--- src/rtl/sargantana_icache_pkg.sv ---
`default_nettype none
// ============================================================================
// Module   : sargantana_icache_pkg
// Brief    : Shared types and defaults for the Sargantana icache refill control.
// Revision : 1.0 - initial release
// ============================================================================
package sargantana_icache_pkg;

    localparam int DEFAULT_PMU_CNT_W = 32;

    typedef enum logic [2:0] {
        READ       = 3'd0,
        MISS_REQ   = 3'd1,
        MISS_FILL  = 3'd2,
        REPLAY     = 3'd3,
        TLB_MISS   = 3'd4,
        REPLAY_TLB = 3'd5,
        KILL_DRAIN = 3'd6,
        KILL_TLB   = 3'd7
    } ictrl_state_t;

endpackage
`default_nettype wire

--- src/rtl/sargantana_sat_counter.sv ---
`default_nettype none
// ============================================================================
// Module   : sargantana_sat_counter
// Brief    : Up-counter that sticks at all-ones instead of wrapping.
// Revision : 1.0 - initial release
// ============================================================================
module sargantana_sat_counter #(
    parameter int WIDTH = 32
) (
    input  logic             clk_i,
    input  logic             rstn_i,
    input  logic             clear_i,
    input  logic             inc_i,
    output logic [WIDTH-1:0] count_o
);

    logic [WIDTH-1:0] r_count;

    always_ff @(posedge clk_i or negedge rstn_i) begin
        if (!rstn_i) begin
            r_count <= '0;
        end else if (clear_i) begin
            r_count <= '0;
        end else if (inc_i && (r_count != {WIDTH{1'b1}})) begin
            r_count <= r_count + WIDTH'(1);
        end
    end

    assign count_o = r_count;

endmodule
`default_nettype wire

--- src/rtl/sargantana_icache_refill_ctrl.sv ---
`default_nettype none
// ============================================================================
// Module   : sargantana_icache_refill_ctrl
// Brief    : Icache control FSM: hit/miss/TLB-miss decision, multi-beat refill,
//            replay and kill-drain sequencing, plus saturating PMU counters.
// Revision : 1.0 - initial release
// ============================================================================
module sargantana_icache_refill_ctrl
    import sargantana_icache_pkg::*;
#(
    parameter int ICACHE_N_WAY = 4,
    parameter int FILL_BEATS   = 4,
    parameter int BEAT_W       = (FILL_BEATS > 1) ? $clog2(FILL_BEATS) : 1,
    parameter int PMU_CNT_W    = DEFAULT_PMU_CNT_W
) (
    input  logic                    clk_i,
    input  logic                    rstn_i,
    input  logic                    cache_enable_i,
    input  logic                    flush_i,
    input  logic                    ireq_valid_i,
    input  logic                    ireq_kill_i,
    output logic                    iresp_ready_o,
    output logic                    iresp_valid_o,
    input  logic                    mmu_ex_valid_i,
    input  logic                    mmu_miss_i,
    input  logic                    mmu_ptw_valid_i,
    output logic                    treq_valid_o,
    input  logic [ICACHE_N_WAY-1:0] cline_hit_i,
    output logic                    cmp_enable_o,
    output logic                    cache_rd_ena_o,
    output logic                    cache_wr_ena_o,
    output logic [BEAT_W-1:0]       fill_beat_idx_o,
    output logic                    ifill_req_valid_o,
    input  logic                    ifill_req_ready_i,
    input  logic                    ifill_beat_valid_i,
    output logic                    replay_valid_o,
    output logic                    flush_en_o,
    output logic [PMU_CNT_W-1:0]    miss_cnt_o,
    output logic [PMU_CNT_W-1:0]    kill_cnt_o
);

    localparam logic [BEAT_W-1:0] C_LAST_BEAT = BEAT_W'(FILL_BEATS - 1);

    ictrl_state_t      r_state, w_state_nxt;
    logic [BEAT_W-1:0] r_beat_cnt, w_beat_cnt_nxt;
    logic              r_kill_pend, w_kill_pend_nxt;
    logic              r_drain_done, w_drain_done_nxt;

    logic w_hit, w_kill, w_req, w_last_beat;
    logic w_miss_inc, w_kill_inc;
    logic w_ready, w_valid, w_treq, w_cmp, w_rd, w_wr, w_ifill, w_replay, w_flush;

    assign w_hit       = |cline_hit_i;
    assign w_kill      = flush_i | ireq_kill_i;
    assign w_req       = ireq_valid_i;
    assign w_last_beat = (r_beat_cnt == C_LAST_BEAT);

    always_comb begin
        w_state_nxt      = r_state;
        w_beat_cnt_nxt   = r_beat_cnt;
        w_kill_pend_nxt  = r_kill_pend;
        w_drain_done_nxt = r_drain_done;
        w_miss_inc       = 1'b0;
        w_kill_inc       = 1'b0;
        w_ready          = 1'b0;
        w_valid          = 1'b0;
        w_treq           = 1'b0;
        w_cmp            = 1'b0;
        w_rd             = 1'b0;
        w_wr             = 1'b0;
        w_ifill          = 1'b0;
        w_replay         = 1'b0;
        w_flush          = 1'b0;

        case (r_state)
            READ: begin
                w_ready = 1'b1;
                w_cmp   = cache_enable_i;
                w_flush = flush_i;
                w_valid = w_req & ~w_kill & ((w_hit & ~mmu_miss_i) | mmu_ex_valid_i);
                if (w_req && !w_kill && !mmu_ex_valid_i) begin
                    if (mmu_miss_i) begin
                        w_state_nxt = TLB_MISS;
                    end else if (!w_hit) begin
                        w_state_nxt     = MISS_REQ;
                        w_miss_inc      = 1'b1;
                        w_kill_pend_nxt = 1'b0;
                    end
                end
            end

            // The request is never withdrawn; a kill only redirects where it ends up.
            MISS_REQ: begin
                w_ifill = 1'b1;
                if (ifill_req_ready_i) begin
                    w_beat_cnt_nxt   = '0;
                    w_kill_pend_nxt  = 1'b0;
                    w_drain_done_nxt = 1'b0;
                    if (r_kill_pend || w_kill) begin
                        w_state_nxt = KILL_DRAIN;
                        w_kill_inc  = 1'b1;
                    end else begin
                        w_state_nxt = MISS_FILL;
                    end
                end else if (w_kill) begin
                    w_kill_pend_nxt = 1'b1;
                end
            end

            // A beat arriving with a kill is consumed but not written.
            MISS_FILL: begin
                if (w_kill || mmu_ex_valid_i) begin
                    w_state_nxt = KILL_DRAIN;
                    w_kill_inc  = 1'b1;
                    if (ifill_beat_valid_i) begin
                        if (w_last_beat) begin
                            w_drain_done_nxt = 1'b1;
                        end else begin
                            w_beat_cnt_nxt = r_beat_cnt + BEAT_W'(1);
                        end
                    end
                end else if (ifill_beat_valid_i) begin
                    w_wr = 1'b1;
                    if (w_last_beat) begin
                        w_state_nxt = REPLAY;
                    end else begin
                        w_beat_cnt_nxt = r_beat_cnt + BEAT_W'(1);
                    end
                end
            end

            KILL_DRAIN: begin
                if (r_drain_done) begin
                    w_state_nxt      = READ;
                    w_drain_done_nxt = 1'b0;
                end else if (ifill_beat_valid_i) begin
                    if (w_last_beat) begin
                        w_state_nxt = READ;
                    end else begin
                        w_beat_cnt_nxt = r_beat_cnt + BEAT_W'(1);
                    end
                end
            end

            REPLAY: begin
                w_cmp       = cache_enable_i;
                w_rd        = ~w_kill;
                w_replay    = ~w_kill;
                w_state_nxt = READ;
            end

            TLB_MISS: begin
                if (mmu_ex_valid_i) begin
                    w_valid     = 1'b1;
                    w_state_nxt = READ;
                end else if (mmu_ptw_valid_i) begin
                    w_state_nxt = w_kill ? READ : REPLAY_TLB;
                end else if (w_kill) begin
                    w_state_nxt = KILL_TLB;
                end
            end

            REPLAY_TLB: begin
                w_treq      = ~w_kill;
                w_rd        = ~w_kill;
                w_replay    = 1'b1;
                w_state_nxt = READ;
            end

            KILL_TLB: begin
                if (mmu_ptw_valid_i) begin
                    w_state_nxt = READ;
                end
            end

            default: begin
                w_state_nxt = READ;
            end
        endcase
    end

    always_ff @(posedge clk_i or negedge rstn_i) begin
        if (!rstn_i) begin
            r_state      <= READ;
            r_beat_cnt   <= '0;
            r_kill_pend  <= 1'b0;
            r_drain_done <= 1'b0;
        end else begin
            r_state      <= w_state_nxt;
            r_beat_cnt   <= w_beat_cnt_nxt;
            r_kill_pend  <= w_kill_pend_nxt;
            r_drain_done <= w_drain_done_nxt;
        end
    end

    // Outputs are forced low for the whole time reset is held.
    assign iresp_ready_o     = w_ready  & rstn_i;
    assign iresp_valid_o     = w_valid  & rstn_i;
    assign treq_valid_o      = w_treq   & rstn_i;
    assign cmp_enable_o      = w_cmp    & rstn_i;
    assign cache_rd_ena_o    = w_rd     & rstn_i;
    assign cache_wr_ena_o    = w_wr     & rstn_i;
    assign ifill_req_valid_o = w_ifill  & rstn_i;
    assign replay_valid_o    = w_replay & rstn_i;
    assign flush_en_o        = w_flush  & rstn_i;
    assign fill_beat_idx_o   = (w_wr & rstn_i) ? r_beat_cnt : '0;

    sargantana_sat_counter #(
        .WIDTH (PMU_CNT_W)
    ) u_miss_cnt (
        .clk_i   (clk_i),
        .rstn_i  (rstn_i),
        .clear_i (1'b0),
        .inc_i   (w_miss_inc),
        .count_o (miss_cnt_o)
    );

    sargantana_sat_counter #(
        .WIDTH (PMU_CNT_W)
    ) u_kill_cnt (
        .clk_i   (clk_i),
        .rstn_i  (rstn_i),
        .clear_i (1'b0),
        .inc_i   (w_kill_inc),
        .count_o (kill_cnt_o)
    );

endmodule
`default_nettype wire

--- config.mk ---
export PLATFORM = sky130hd
export DESIGN_NAME = sargantana_icache_refill_ctrl
export DESIGN_NICKNAME = d
export VERILOG_FILES = /design/src/rtl/sargantana_icache_pkg.sv /design/src/rtl/sargantana_sat_counter.sv /design/src/rtl/sargantana_icache_refill_ctrl.sv
export SDC_FILE = /design/constraint.sdc
export NUM_CORES = 1
export LEC_CHECK = 0
export ABC_AREA = 1
export BUFFER_PORTS_ARGS = -buffer_cell sky130_fd_sc_hd__buf_4
export CORE_UTILIZATION = 40
export DETAILED_ROUTE_END_ITERATION = 6
export PLACE_DENSITY = 0.57
export SYNTH_ARGS = -nofsm -noshare
export SYNTH_HDL_FRONTEND = slang
export SYNTH_SLANG_ARGS = --single-unit
--- constraint.sdc ---
create_clock -name clk_i -period 2.1 [get_ports clk_i]
set_clock_uncertainty 0.1 [all_clocks]
set_input_delay 0.105 -clock clk_i [delete_from_list [all_inputs] [get_ports clk_i]]
set_output_delay 0.105 -clock clk_i [all_outputs]
set_load 0.005 [all_outputs]
==> flow_results.xml, run 1 <==
<?xml version="1.0" encoding="UTF-8"?>
<metrics>
  <group name="floorplanning">
    <metric name="io-pin-count" unit="">90</metric>
    <metric name="start_util" unit="">0.416</metric>
    <metric name="dieArea" unit="um^2">13200</metric>
    <metric name="die_height" unit="um">115</metric>
    <metric name="die_w" unit="um">115</metric>
    <metric name="floorplan.core_area" unit="um^2">12200</metric>
    <metric name="num_rows" unit="">40</metric>
  </group>
  <group name="drt">
    <metric name="avgViaCountPerCell" unit="">4.86</metric>
    <metric name="route.antenna.remaining_nets" unit="">0</metric>
    <metric name="finalWirelength" unit="mm">14.7</metric>
    <metric name="m1WireLength" unit="mm">7.20</metric>
    <metric name="routed-via-count" unit="">5332</metric>
    <metric name="first_pass_iters" unit="">5</metric>
    <metric name="routed_wire_length_per_instance" unit="um">13.4</metric>
    <metric name="dr.first_iter.drc_count" unit="">339</metric>
    <metric name="drc_errors" unit="">0</metric>
    <metric name="routed_length_on_met2" unit="mm">6.43</metric>
    <metric name="dr_wl_met3" unit="um">977</metric>
    <metric name="route.top_layer_used" unit="">met4</metric>
  </group>
  <group name="logic_synthesis">
    <metric name="syn_area_per_cell" unit="um^2">6.25</metric>
    <metric name="synthesis.nets" unit="">831</metric>
    <metric name="post_synth_main_area_contributors" unit="">sky130_fd_sc_hd__dfrtp_1 (35%), sky130_fd_sc_hd__nand2_1 (29%), sky130_fd_sc_hd__nor2_1 (8.6%)</metric>
    <metric name="netlist_top_cells_count" unit="">sky130_fd_sc_hd__nand2_1 (399), sky130_fd_sc_hd__nor2_1 (117), sky130_fd_sc_hd__dfrtp_1 (71), sky130_fd_sc_hd__inv_1 (70), sky130_fd_sc_hd__nand3_1 (47)</metric>
    <metric name="total_of_flip_flops_plus_latches_after_synthesis" unit="">71</metric>
    <metric name="synth_enable_flop_cells" unit="">0</metric>
    <metric name="synth_top_area_share" unit="">0.350</metric>
    <metric name="synth.distinct_cells" unit="">28</metric>
    <metric name="yosysWarningCount" unit="">0</metric>
    <metric name="synth_top_area_cell" unit="">sky130_fd_sc_hd__dfrtp_1</metric>
    <metric name="synthesis.area" unit="um^2">5080</metric>
    <metric name="yosysMostFrequentCell" unit="">sky130_fd_sc_hd__nand2_1</metric>
    <metric name="synthesis.instances" unit="">813</metric>
    <metric name="synthFlopType" unit="">sky130_fd_sc_hd__dfrtp_1</metric>
    <metric name="synth_seq_area_share" unit="">0.350</metric>
    <metric name="synthArstFlopShare" unit="">1.00</metric>
  </group>
  <group name="worst_hold_path">
    <metric name="holdPathStages" unit="">5</metric>
    <metric name="hold_wc_path_type" unit="">input pin to register</metric>
    <metric name="hold-path-endpoint" unit="">r_state[2]</metric>
    <metric name="critical_hold_path_startpoint" unit="">mmu_miss_i</metric>
  </group>
  <group name="global_route">
    <metric name="grt_start_max_net_pins" unit="">57</metric>
    <metric name="first_global_vias" unit="">5047</metric>
    <metric name="globalRouteOverflowTotal" unit="">0</metric>
    <metric name="grt_antenna_before_repair" unit="">0</metric>
    <metric name="grt_first_pass_wirelength" unit="mm">24.7</metric>
    <metric name="globalRouteTotalUtil" unit="">0.241</metric>
  </group>
  <group name="pwr">
    <metric name="leakage_dissipation" unit="nW">3.22</metric>
    <metric name="ir_worst_vdd" unit="uV">592</metric>
    <metric name="power_density" unit="nW/um^2">657</metric>
  </group>
  <group name="flow_run">
    <metric name="drv.max_cap_violation_count" unit="">0</metric>
  </group>
  <group name="final_layout">
    <metric name="final_net_count" unit="">942</metric>
    <metric name="post_route_cells_drive_above_1_share" unit="">0.167</metric>
    <metric name="antenna_cells" unit="">0</metric>
    <metric name="num-fill-cells" unit="">1270</metric>
    <metric name="syn2layout_area_growth" unit="%">25.0</metric>
  </group>
  <group name="timing">
    <metric name="finalCritPeriodShare" unit="">0.915</metric>
    <metric name="final_hold_viol_count" unit="">0</metric>
    <metric name="worst_slew_margin_rel" unit="">0.494</metric>
    <metric name="timing_max_transition_violations_final" unit="">0</metric>
    <metric name="fin_setup_tns" unit="ps">0</metric>
    <metric name="fmaxAchievable" unit="GHz">0.520</metric>
    <metric name="finalHoldWorstSlack" unit="ps">43.9</metric>
    <metric name="timing_worst_slew_pin_value" unit="ps">759</metric>
    <metric name="unrepaired_setup_endpoints_after_global_routing" unit="">false</metric>
    <metric name="finalSetupViolations" unit="">0</metric>
    <metric name="period_minus_slack" unit="ps">1920</metric>
  </group>
  <group name="critical_path">
    <metric name="worstReg2RegEnd" unit="">u_kill_cnt.count_o[30]</metric>
    <metric name="criticalPathCategory" unit="">register to register</metric>
    <metric name="critical_path.startpoint_type" unit="">register</metric>
    <metric name="r2r-start" unit="">u_kill_cnt.count_o[1]</metric>
    <metric name="reg2regPathDepth" unit="">11</metric>
    <metric name="crit_fanout" unit="">5</metric>
    <metric name="regToRegSetupSlack" unit="ps">180</metric>
    <metric name="endpoint_required_time_on_the_critical_path" unit="ps">2240</metric>
    <metric name="endpoint_kind" unit="">register</metric>
    <metric name="crit_path_arrival_time" unit="ps">2060</metric>
  </group>
  <group name="clock_network">
    <metric name="htreeDepth" unit="">3</metric>
    <metric name="path_clk_slew" unit="ps">60</metric>
    <metric name="post_cts_resized" unit="">0</metric>
    <metric name="worst_skew_pair.late_latency" unit="ps">340</metric>
    <metric name="cts_inserted_buffers" unit="">9</metric>
    <metric name="tritoncts_num_sinks" unit="">71</metric>
    <metric name="max-clock-path-buffers" unit="">2</metric>
    <metric name="cts_root_buf" unit="">sky130_fd_sc_hd__clkbuf_16</metric>
    <metric name="cts_tree" unit="">yes</metric>
  </group>
  <group name="outcome">
    <metric name="outcome" unit="">complete, no violations</metric>
  </group>
  <group name="placed_design">
    <metric name="gp_congestion" unit="">0.934</metric>
    <metric name="port_buffers" unit="">89</metric>
    <metric name="hpwlAfterDp" unit="mm">11.2</metric>
  </group>
</metrics>
[through the flow]
step	power [mW]	utilization	std cells	setup WS, ps	cell area (um^2)
final	4.17	0.520	1097	178	6350
after global routing	4.44	0.520	1097	25.8	6350
after CTS	4.21	0.518	1094	131	6320
after detailed placement	2.51	0.491	1077	140	5990
after global placement	2.50	0.491	1077	196	5990
after floorplan	2.26	-	813	324	5080
[state kept, by name, indices dropped and copies added (netlist names)]
signal,cells
r_drain_done,1
u_kill_cnt.count_o,32
r_state,3
r_kill_pend,1
r_beat_cnt,2
u_miss_cnt.count_o,32
[repair_timing]
item	CTS	global route
buffers inserted	0	2
setup endpoints to repair	0	27
hold buffers	1	0
hold endpoints to repair	15	0
[worst max path at each step]
stage,from,end
3_5_place_dp,u_kill_cnt.count_o[1],u_kill_cnt.count_o[12]
2_1_floorplan,u_miss_cnt.count_o[0],u_miss_cnt.count_o[10]
5_1_grt,u_kill_cnt.count_o[1],u_kill_cnt.count_o[27]
3_3_place_gp,u_kill_cnt.count_o[0],u_kill_cnt.count_o[15]
4_1_cts,u_kill_cnt.count_o[1],u_kill_cnt.count_o[12]
6_report,u_kill_cnt.count_o[1],u_kill_cnt.count_o[30]
[cell families (layout without fill, tap and decap cells)]
kind of cell,Yosys count,in the layout,share of synthesized area
compound gates,22,22,0.0236
xor+xnor,27,27,0.0466
fa+ha+maj,3,3,0.00739
buf+inv,88,203,0.0796
flops,71,71,0.350
simple gates,602,603,0.493
[layout make-up]
cell class	count	area, um^2	share of cell area
Sequential cell	71	1780	0.280
Timing Repair Buffer	112	843	0.133
Clock buffer	11	243	0.0382
Clock inverter	5	81.3	0.0128
Inverter	75	287	0.0451
Multi-Input combinational cell	655	2910	0.458
Tap cell	168	210	0.0331
[power by group]
part / internal, mW / switching (mW)
registers: 1.45 / 0.104
logic: 0.330 / 0.621
clock network: 1.07 / 0.598
total: 2.85 / 1.32
[worst max-delay path, cell delays in order, from the launching register on]
cell                      delay (ps)
sky130_fd_sc_hd__dfrtp_1         410
sky130_fd_sc_hd__ha_1            220
sky130_fd_sc_hd__nand2_2          80
sky130_fd_sc_hd__nor2_4          170
sky130_fd_sc_hd__buf_4           150
sky130_fd_sc_hd__nand2_1          80
sky130_fd_sc_hd__nor2_1          290
sky130_fd_sc_hd__nand2_1          90
sky130_fd_sc_hd__nand2_1          60
sky130_fd_sc_hd__nand2_1          60
sky130_fd_sc_hd__nand2_1          50
sky130_fd_sc_hd__nand2_1          50
[layer usage]
metal | vias up | global-route usage
li1 | 2705 | -
met1 | 2442 | 0.337
met2 | 178 | 0.381
met3 | 7 | 0.0551
met4 | 0 | 0.0519
met5 | - | 0
[layout by cell type (no fill, tap or decap), drive strengths merged]
cell type / count
nand2: 411
xor2: 15
nand3b: 3
o32ai: 1
clkbuf: 11
nand3: 47
ha: 3
clkinv: 2
dlygate4sd3: 1
bufinv: 2
o211ai: 1
a21oi: 5
clkinvlp: 1
xnor2: 12
nor3: 1
nor2: 129
buf: 111
o22a: 1
nand4: 12
inv: 75
o21ai: 14
dfrtp: 71
No activity file was read; power rests on OpenSTA's default activity.
==> run 2, diff against run 1 <==
Settings changed: SYNTH_HIERARCHICAL set to 1.
==> run 2 against run 1 <==
  * Synthesized cell count increased by 0.62%
  * Global-route usage decreased by 0.070 points
  * Non-clock buffer count increased by 15
  * Critical path depth unchanged
  * Core utilization decreased by 0.23 points
  * Cell area increased by 3.7%
  * Die area increased by 3.1%
  * Largest power group is now registers
  * Critical path type unchanged
  * Cell count increased by 2.5%
==> flow_results.xml, run 2 <==
<?xml version="1.0" encoding="UTF-8"?>
<metrics>
  <group name="outcome">
    <metric name="outcome" unit="">complete, no violations</metric>
  </group>
  <group name="timing">
    <metric name="period_minus_slack" unit="ps">1960</metric>
    <metric name="finalHoldWorstSlack" unit="ps">88.0</metric>
    <metric name="finalSetupViolations" unit="">0</metric>
    <metric name="final_hold_viol_count" unit="">0</metric>
    <metric name="timing_worst_slew_pin_value" unit="ps">514</metric>
    <metric name="finalCritPeriodShare" unit="">0.932</metric>
    <metric name="worst_slew_margin_rel" unit="">0.657</metric>
    <metric name="timing_max_transition_violations_final" unit="">0</metric>
    <metric name="fmaxAchievable" unit="GHz">0.511</metric>
    <metric name="unrepaired_setup_endpoints_after_global_routing" unit="">false</metric>
  </group>
  <group name="logic_synthesis">
    <metric name="synth_enable_flop_cells" unit="">0</metric>
    <metric name="synth_seq_area_share" unit="">0.339</metric>
    <metric name="yosysWarningCount" unit="">6</metric>
    <metric name="synth_top_area_cell" unit="">sky130_fd_sc_hd__dfrtp_1</metric>
    <metric name="synth_top_area_share" unit="">0.339</metric>
    <metric name="synthesis.instances" unit="">818</metric>
    <metric name="synthFlopType" unit="">sky130_fd_sc_hd__dfrtp_1</metric>
    <metric name="total_of_flip_flops_plus_latches_after_synthesis" unit="">71</metric>
    <metric name="synthesis.area" unit="um^2">5240</metric>
    <metric name="synth.distinct_cells" unit="">33</metric>
    <metric name="netlist_top_cells_count" unit="">sky130_fd_sc_hd__nand2_1 (307), sky130_fd_sc_hd__nor2_1 (120), sky130_fd_sc_hd__nand3_1 (79), sky130_fd_sc_hd__inv_1 (75), sky130_fd_sc_hd__dfrtp_1 (71)</metric>
    <metric name="syn_area_per_cell" unit="um^2">6.41</metric>
    <metric name="post_synth_main_area_contributors" unit="">sky130_fd_sc_hd__dfrtp_1 (34%), sky130_fd_sc_hd__nand2_1 (22%), sky130_fd_sc_hd__nor2_1 (8.6%)</metric>
    <metric name="yosysMostFrequentCell" unit="">sky130_fd_sc_hd__nand2_1</metric>
    <metric name="synthArstFlopShare" unit="">1.00</metric>
  </group>
  <group name="pwr">
    <metric name="total_power" unit="mW">3.78</metric>
    <metric name="power_switching_share" unit="">0.334</metric>
    <metric name="combPwrFrac" unit="">0.234</metric>
    <metric name="seq_power_share" unit="">0.398</metric>
    <metric name="p_clk_frac" unit="">0.367</metric>
    <metric name="p_sw" unit="mW">1.26</metric>
    <metric name="leakage_dissipation" unit="nW">3.26</metric>
    <metric name="power_density" unit="nW/um^2">574</metric>
    <metric name="intPower" unit="mW">2.52</metric>
    <metric name="ir_worst_vdd" unit="uV">379</metric>
  </group>
  <group name="clock_network">
    <metric name="max-clock-path-buffers" unit="">2</metric>
    <metric name="path_clk_slew" unit="ps">60</metric>
    <metric name="tritoncts_num_sinks" unit="">71</metric>
    <metric name="worst_skew_pair.late_latency" unit="ps">340</metric>
    <metric name="cts_root_buf" unit="">sky130_fd_sc_hd__clkbuf_16</metric>
    <metric name="cts_inserted_buffers" unit="">9</metric>
    <metric name="htreeDepth" unit="">3</metric>
    <metric name="postCtsSetupRepairBufs" unit="">0</metric>
    <metric name="cts_tree" unit="">yes</metric>
  </group>
  <group name="flow_run">
    <metric name="drv.max_cap_violation_count" unit="">0</metric>
  </group>
  <group name="global_route">
    <metric name="first_global_vias" unit="">5163</metric>
    <metric name="globalRouteTotalUtil" unit="">0.241</metric>
    <metric name="globalRouteOverflowTotal" unit="">0</metric>
    <metric name="grt_start_max_net_pins" unit="">38</metric>
    <metric name="grt_antenna_before_repair" unit="">0</metric>
    <metric name="grt_first_pass_wirelength" unit="mm">25.2</metric>
  </group>
  <group name="floorplanning">
    <metric name="io-pin-count" unit="">90</metric>
    <metric name="die_w" unit="um">116</metric>
    <metric name="num_rows" unit="">41</metric>
    <metric name="dieArea" unit="um^2">13600</metric>
    <metric name="start_util" unit="">0.412</metric>
    <metric name="floorplan.core_area" unit="um^2">12700</metric>
    <metric name="die_height" unit="um">116</metric>
  </group>
  <group name="drt">
    <metric name="dr.first_iter.drc_count" unit="">348</metric>
    <metric name="avgViaCountPerCell" unit="">4.97</metric>
    <metric name="first_pass_iters" unit="">5</metric>
    <metric name="route.antenna.remaining_nets" unit="">0</metric>
    <metric name="routed_wire_length_per_instance" unit="um">13.5</metric>
    <metric name="routed-via-count" unit="">5587</metric>
    <metric name="drc_errors" unit="">0</metric>
    <metric name="finalWirelength" unit="mm">15.2</metric>
  </group>
  <group name="worst_hold_path">
    <metric name="critical_hold_path_startpoint" unit="">mmu_ex_valid_i</metric>
    <metric name="hold_wc_path_type" unit="">input pin to register</metric>
  </group>
  <group name="final_layout">
    <metric name="layout_common_cells" unit="">sky130_fd_sc_hd__nand2_1 (307), sky130_fd_sc_hd__buf_4 (125), sky130_fd_sc_hd__nor2_1 (119)</metric>
    <metric name="leading_cell_type_in_the_layout_fill_and_taps_excluded" unit="">sky130_fd_sc_hd__nand2_1</metric>
    <metric name="antenna_cells" unit="">0</metric>
    <metric name="final_net_count" unit="">965</metric>
    <metric name="post_route_cells_drive_above_1_share" unit="">0.204</metric>
    <metric name="final_core_util" unit="">0.518</metric>
    <metric name="syn2layout_area_growth" unit="%">25.7</metric>
  </group>
  <group name="critical_path">
    <metric name="worst_path_max_delay_cell" unit="">sky130_fd_sc_hd__dfrtp_1</metric>
    <metric name="critical_path.startpoint_type" unit="">register</metric>
    <metric name="timing.critical_path.slowest_cell_delay" unit="ps">450</metric>
    <metric name="endpoint_kind" unit="">register</metric>
    <metric name="endpoint_required_time_on_the_critical_path" unit="ps">2270</metric>
    <metric name="cp_cell_sequence" unit="">nor2_2 &gt; nand2_2 &gt; clkinv_2 &gt; nand2_1 &gt; nor3_2 &gt; buf_4 &gt; nand2_8 &gt; nand2_4 &gt; buf_8 &gt; nand2_1 &gt; o21ai_1</metric>
    <metric name="cp_num_buf_inv" unit="">3</metric>
    <metric name="r2r-start" unit="">r_state[1]</metric>
    <metric name="worst_setup_path_startpoint" unit="">r_state[1]</metric>
    <metric name="crit_path_arrival_time" unit="ps">2120</metric>
    <metric name="crit_fanout" unit="">20</metric>
    <metric name="gate_family_responsible_for_the_most_delay_along_the_worst_path" unit="">simple AND/OR/NAND/NOR gates</metric>
    <metric name="criticalPathCategory" unit="">register to register</metric>
    <metric name="crit_top_cell" unit="">sky130_fd_sc_hd__nand2_1</metric>
  </group>
  <group name="placed_design">
    <metric name="gp_congestion" unit="">0.898</metric>
    <metric name="port_buffers" unit="">89</metric>
    <metric name="hpwlAfterDp" unit="mm">11.4</metric>
  </group>
</metrics>
[run 2: changes by cell type in the layout (fill, tap and decap cells not counted), sizes merged, moves of 6 or more]
cell / change
nor2: +11
inv: +6
nand4: +10
nand2: -88
o21ai: +21
a21oi: +9
conb: +10
nand3: +34
buf: +15
[run 2: power groups by stage]
stage	clock network, mW	registers [mW]	logic (mW)
after floorplan	0	1.48	0.679
after global placement	0	1.52	0.855
after detailed placement	0	1.52	0.872
after CTS	1.42	1.50	0.872
after global routing	1.49	1.52	1.00
final	1.39	1.51	0.886
[run 2: kinds of logic after synthesis]
family	count (synthesis)	synth area share
AOI/OAI and AO/OA	53	0.0532
DFF	71	0.339
other	1	0.000715
and+or+nand+nor	572	0.483
buffers and inverters	100	0.0866
adders and majority gates	3	0.00716
xor gates and xnor gates	18	0.0301
[run 2: worst paths after layout]
check	cells past startpoint	endpoint	slack, ps
worst max-delay path	11	u_miss_cnt/count_o[7]	140
worst min-delay path	6	r_state[1]	90
worst max register to register	11	u_miss_cnt/count_o[7]	140
worst min register to register	2	r_kill_pend	390
max in group asynchronous	3	u_kill_cnt/count_o[1]	850
min in group asynchronous	2	u_kill_cnt/count_o[27]	170
[run 2: per-layer routing]
layer	vias to the layer above	routed length, um	GRT usage
met5	-	0	0
li1	2836	-	-
met2	144	7220	0.395
met3	16	702	0.0306
met4	0	230	0.0829
met1	2591	7010	0.326
[run 2: area by class of cell]
class                      instances  area [um^2]
clock buffer                      11          233
clock inverter                     5         25.0
fill                            1357         6130
inverter                          82          314
multi-input combinational        656         3060
sequential                        71         1780
tap                              172          215
timing repair buffer             127          963
[run 2: stage by stage]
stage	instances	setup TNS [ps]	setup slack [ps]	cell area [um^2]
2_1_floorplan	827	0	59.5	5280
3_3_place_gp	1107	-6.98	-6.98	6300
3_5_place_dp	1107	0	24.2	6300
4_1_cts	1124	0	12.3	6570
5_1_grt	1124	0	4.26	6590
6_report	1124	0	143	6590
[run 2: worst min-delay path, stage by stage]
cell                      delay [ps]
sky130_fd_sc_hd__buf_4            90
sky130_fd_sc_hd__nor2_1           50
sky130_fd_sc_hd__nand2_1          60
sky130_fd_sc_hd__nand3_1          60
sky130_fd_sc_hd__nand3_1          80
sky130_fd_sc_hd__nand2_1          50
[run 2: timing repair]
item,CTS,global route
resized for setup,0,11
hold endpoints to repair,34,0
setup endpoints to repair,0,57
hold buffers,1,0
